### src/rtl/uart_tx_serializer.sv
// -----------------------------------------------------------------------------
// uart_tx_serializer
//
// Purpose
//   Transmit half of the UART. Serialises one DATA_BITS word per accepted
//   request onto the Tx line in this order: a start bit (0), the data MSB
//   first, an optional even-parity bit (XOR of the data bits) and STOP_BITS
//   stop bits (1). The frame is bit-exact with what the receive path accepts.
//   Bit timing comes from an internal baud divider:
//   DIV = SYSCLK_RATE / BAUD_RATE, and every bit is held for exactly DIV
//   SysClk cycles.
//
// Parameters
//   SYSCLK_RATE  system clock frequency in Hz
//   BAUD_RATE    line rate in bits/s (SYSCLK_RATE/BAUD_RATE must be >= 2)
//   DATA_BITS    data bits per frame, 5..8
//   PARITY_BIT   1 = even-parity bit after the data, 0 = no parity bit
//   STOP_BITS    stop bits per frame, 1..2
//
// Ports
//   SysClk          in   system clock; all state changes on its rising edge
//   Rst             in   asynchronous active-high reset; aborts any frame
//   Tx_Data         in   word to send; sampled only on the accepting edge
//   Transmit_Start  in   level request; accepted only while idle
//   CTS             in   clear-to-send from the far end (see macro below)
//   Tx              out  registered serial line, idle high
//   Tx_Busy         out  high from the accept through the last stop bit
//   Tx_Done         out  one-cycle pulse on the edge that ends the frame
//
// Build option
//   UART_TX_CTS_EN  when defined, a request is accepted only while CTS=1.
//                   CTS falling mid-frame does not abort the frame. When
//                   undefined, CTS is present but ignored.
// -----------------------------------------------------------------------------
module uart_tx_serializer #(
    parameter int SYSCLK_RATE = 100000000,
    parameter int BAUD_RATE   = 9600,
    parameter int DATA_BITS   = 8,
    parameter int PARITY_BIT  = 1,
    parameter int STOP_BITS   = 2
) (
    input  logic                 SysClk,
    input  logic                 Rst,
    input  logic [DATA_BITS-1:0] Tx_Data,
    input  logic                 Transmit_Start,
    input  logic                 CTS,
    output logic                 Tx,
    output logic                 Tx_Busy,
    output logic                 Tx_Done
);

    localparam int DIV   = SYSCLK_RATE / BAUD_RATE;
    localparam int CNT_W = (DIV > 1) ? $clog2(DIV) : 1;
    localparam int BIT_W = $clog2(DATA_BITS);

    localparam logic [CNT_W-1:0] BAUD_LAST = CNT_W'(DIV - 1);
    localparam logic [BIT_W-1:0] BIT_MSB   = BIT_W'(DATA_BITS - 1);
    localparam logic             STOP_LAST = 1'(STOP_BITS - 1);

    typedef enum logic [2:0] {
        IDLE   = 3'd0,
        START  = 3'd1,
        DATA   = 3'd2,
        PARITY = 3'd3,
        STOP   = 3'd4
    } state_t;

    state_t                 state_q,   state_d;
    logic [CNT_W-1:0]       baudCnt_q, baudCnt_d;
    logic [BIT_W-1:0]       bitCnt_q,  bitCnt_d;
    logic                   stopCnt_q, stopCnt_d;
    logic [DATA_BITS-1:0]   shift_q,   shift_d;
    logic                   parity_q,  parity_d;
    logic                   tx_q,      tx_d;
    logic                   busy_q,    busy_d;
    logic                   done_q,    done_d;

    logic                   ctsOk;
    logic                   bitEnd;

    // Flow-control gate applied to new requests only; an active frame
    // always runs to completion regardless of CTS.
`ifdef UART_TX_CTS_EN
    assign ctsOk = CTS;
`else
    logic unusedCts;
    assign unusedCts = CTS;
    assign ctsOk     = 1'b1;
`endif

    // Last cycle of the current bit period: the next edge moves to the next bit.
    assign bitEnd = (baudCnt_q == BAUD_LAST);

    // Next-state logic. The line value is derived from the *next* state so
    // that Tx is a plain flop output and changes exactly on bit boundaries.
    always_comb begin
        state_d   = state_q;
        baudCnt_d = baudCnt_q;
        bitCnt_d  = bitCnt_q;
        stopCnt_d = stopCnt_q;
        shift_d   = shift_q;
        parity_d  = parity_q;
        busy_d    = busy_q;
        done_d    = 1'b0;

        if (state_q != IDLE) begin
            baudCnt_d = bitEnd ? '0 : baudCnt_q + 1'b1;
        end

        case (state_q)
            IDLE: begin
                busy_d = 1'b0;
                if (Transmit_Start && ctsOk) begin
                    state_d   = START;
                    shift_d   = Tx_Data;
                    parity_d  = ^Tx_Data;
                    busy_d    = 1'b1;
                    baudCnt_d = '0;
                    bitCnt_d  = BIT_MSB;
                    stopCnt_d = 1'b0;
                end
            end

            START: begin
                if (bitEnd) begin
                    state_d  = DATA;
                    bitCnt_d = BIT_MSB;
                end
            end

            DATA: begin
                if (bitEnd) begin
                    if (bitCnt_q == '0) begin
                        state_d   = (PARITY_BIT != 0) ? PARITY : STOP;
                        stopCnt_d = 1'b0;
                    end else begin
                        bitCnt_d = bitCnt_q - 1'b1;
                    end
                end
            end

            PARITY: begin
                if (bitEnd) begin
                    state_d   = STOP;
                    stopCnt_d = 1'b0;
                end
            end

            STOP: begin
                if (bitEnd) begin
                    if (stopCnt_q == STOP_LAST) begin
                        state_d = IDLE;
                        busy_d  = 1'b0;
                        done_d  = 1'b1;
                    end else begin
                        stopCnt_d = stopCnt_q + 1'b1;
                    end
                end
            end

            default: begin
                state_d = IDLE;
                busy_d  = 1'b0;
            end
        endcase

        case (state_d)
            START:   tx_d = 1'b0;
            DATA:    tx_d = shift_d[bitCnt_d];
            PARITY:  tx_d = parity_d;
            default: tx_d = 1'b1;
        endcase
    end

    // State register. Reset drives the line high immediately so a frame in
    // flight is cut off without any further low bits and without Tx_Done.
    always_ff @(posedge SysClk or posedge Rst) begin
        if (Rst) begin
            state_q   <= IDLE;
            baudCnt_q <= '0;
            bitCnt_q  <= '0;
            stopCnt_q <= 1'b0;
            shift_q   <= '0;
            parity_q  <= 1'b0;
            tx_q      <= 1'b1;
            busy_q    <= 1'b0;
            done_q    <= 1'b0;
        end else begin
            state_q   <= state_d;
            baudCnt_q <= baudCnt_d;
            bitCnt_q  <= bitCnt_d;
            stopCnt_q <= stopCnt_d;
            shift_q   <= shift_d;
            parity_q  <= parity_d;
            tx_q      <= tx_d;
            busy_q    <= busy_d;
            done_q    <= done_d;
        end
    end

    assign Tx      = tx_q;
    assign Tx_Busy = busy_q;
    assign Tx_Done = done_q;

endmodule
### config.mk
export PLATFORM = sky130hd
export DESIGN_NAME = uart_tx_serializer
export DESIGN_NICKNAME = d
export VERILOG_FILES = /design/src/rtl/uart_tx_serializer.sv
export SDC_FILE = /design/constraint.sdc
export NUM_CORES = 1
export LEC_CHECK = 0
export CAP_MARGIN = 30
export CORE_AREA = 3 3 77 79
export DETAILED_ROUTE_END_ITERATION = 16
export DIE_AREA = 0 0 80 82
export PLACE_DENSITY = 0.62
export SLEW_MARGIN = 40
export SYNTH_ARGS = -nofsm -noshare
export SYNTH_HDL_FRONTEND = slang
export SYNTH_SLANG_ARGS = --single-unit
### constraint.sdc
create_clock -name SysClk -period 5.36 [get_ports SysClk]
set_input_delay 1.608 -clock SysClk [delete_from_list [all_inputs] [get_ports SysClk]]
set_output_delay 1.608 -clock SysClk [all_outputs]
set_load 0.05 [all_outputs]
==> metrics <==
placer congestion estimate roughly 0.85; Die Ht between 80 and 90 µm; met3 wire length between 100 and 150 µm; number of diodes 0; nets@finish 221; Mapped Nets a little over 200; Seq cells post-synth 33; Syn Area/Cell roughly 9.5 µm²; Die Wd 80 µm; Initial Util roughly 34%; initial antenna violation count 0; Total GRT Usage 11.64%; fin crit period roughly 3.4 ns; final hold slack roughly 0.5 ns; DR iter-0 viols 67; Inst Count DP 271; WL/cell ~12 µm; post-synthesis sequential area ratio between 40 and 50%; f_max just under 0.3 GHz; Row Count 27; top-level I/O count 15; Core Footprint 5405 µm²; crit start category input pin; Antenna Nets Post-Route 0; GRT overflow 0; clk slew on worst S/H paths roughly 0.06 ns; Peak supply drop around 0.13 mV; Residual DRC 0; Synth Cell Area 1823 µm²; hpwl dp roughly 2.3 mm; leading cell type in the layout, fill and taps excluded dfrtp_1; largest net degree at the start of global routing 34; CTS tree yes; top cell type's share of synthesized area between 40% and 50%; EDFF count, synth 0; root buffer cell clkbuf_8; Sink Count 33; Clk Latency, worst-skew pair 0.29 ns; max-slew violations 0; kind of critical path in2reg; cells after synthesis around 190; number of global-route vias before repair 1269; met1 WL around 1.8 mm; WL final about 3.4 mm; Port Buffers 13; Tcrit/Tclk final between 60% and 70%; final hold viol count 0; Max-Slew Margin vs Limit between 50% and 60%; worst hold-check path type reg2reg; Crit. End Element flip-flop; top_reg_cell synth dfrtp_1; first-pass GRT wire length between 5 and 6 mm; number of buffers created by CTS 5; DR top layer met4; DR WL met2 roughly 1.5 mm; synth top area cells dfrtp_1 (44%), o21ai_0 (6.9%), mux2_2 (6.2%), nand2_1 (4.3%), nor2_1 (4.1%); P per Cell Area about 310 nW/µm²; critical path arrival between 3 and 4 ns; RSZ-0062 raised after global routing no; Yosys top cell by area dfrtp_1; via count around 1400; Leak 0.8548 nW; Worst Max-Slew Pin Slew 0.6009 ns; status finished, final reports clean; most frequent cells in the layout dfrtp_1 (32), o21ai_0 (25), nand2_1 (21); H-tree levels 2; CTS hold repair buffers 0; post-DR vias/cell approximately 5; drt pass-1 iters 4; Final Skew 0.005940 ns; setup tns final 0 ns; final std cells w/o fill 278; Area Overhead vs Synth 15.37%; reg2reg setup slack 2.92 ns; Longest Clk Path Bufs 2; max_cap viols 0; critical path required time about 5.6 ns; crit-path max FO 13; Final setup viols 0; ys async rst share 100.0%; layout cells sized above 1 12.14%; CTS resizes 0; die area around 6600 µm²; yosys warns 0; count of cell types in the netlist 43; Post-CTS Repair Setup Buffers 0
critical path, stage by stage:
cell and delay (ns):
clkdlybuf4s50_1 0.52, and2_1 0.50, mux2_2 0.41, or2_1 0.24, a311oi_2 0.22, a31oi_1 0.11
power breakdown:
| group | leakage, nW | internal (mW) | total, mW | switching [mW] |
|---|---|---|---|---|
| Combinational | 0.404 | 0.0639 | 0.124 | 0.0597 |
| Sequential | 0.407 | 0.297 | 0.343 | 0.0465 |
| Clock | 0.0443 | 0.102 | 0.189 | 0.0876 |
| Total | 0.855 | 0.463 | 0.656 | 0.194 |
synth_stat cells (all sizes together) (5+ instances only):
master,n
nor2,20
a21oi,5
nand3,8
xnor2,8
buf,5
nand2,21
mux2,10
dfrtp,32
o21ai,25
sequential cells by signal, summed over array words and instances (netlist names):
| signal | cells |
|---|---|
| Tx_Busy | 1 |
| bitCnt_q | 3 |
| stopCnt_q | 1 |
| baudCnt_q | 14 |
| Tx_Done | 1 |
| state_q | 3 |
| shift_q | 8 |
| Tx | 1 |
| parity_q | 1 |
logic make-up after synthesis:
family / Yosys count / synth area share (%)
xor gates and xnor gates: 12 / 5.765
buffers and inverters: 11 / 3.088
and+or+nand+nor: 78 / 21.96
muxes: 11 / 6.726
DFF: 33 / 45.37
AOI/OAI and AO/OA: 43 / 15.03
adders and majority gates: 3 / 2.059
worst paths after layout:
kind,from,end,cells after the start
max,Transmit_Start,Tx,6
min,shift_q[2],shift_q[2],1
max reg2reg,state_q[1],Tx,6
min reg2reg,shift_q[2],shift_q[2],1
max in group asynchronous,Rst,Tx,3
min in group asynchronous,Rst,baudCnt_q[5],3
metal layers:
metal,up-vias,global-route usage [%]
met4,0,6.588
li1,700,-
met5,-,0
met2,15,16.80
met1,653,15.21
met3,4,3.838
cell type report:
class                      instances  area [µm²]
inverter                           4       15.01
sequential                        33       827.0
tap                               72       90.09
multi-input combinational        147       939.7
clock buffer                       7       86.33
fill                             555        3302
timing repair buffer              15       145.1
per-stage QoR:
stage	setup slack [ns]	total power, mW	cell area, µm²	util, %
6_report	1.952	0.6564	2103	38.91
4_1_cts	1.947	0.6650	2103	38.91
2_1_floorplan	2.441	0.4326	1823	-
3_3_place_gp	1.613	0.4673	2017	37.31
3_5_place_dp	1.650	0.4720	2017	37.31
5_1_grt	1.864	0.6995	2103	38.91
No activity file was read; power rests on OpenSTA's default activity.
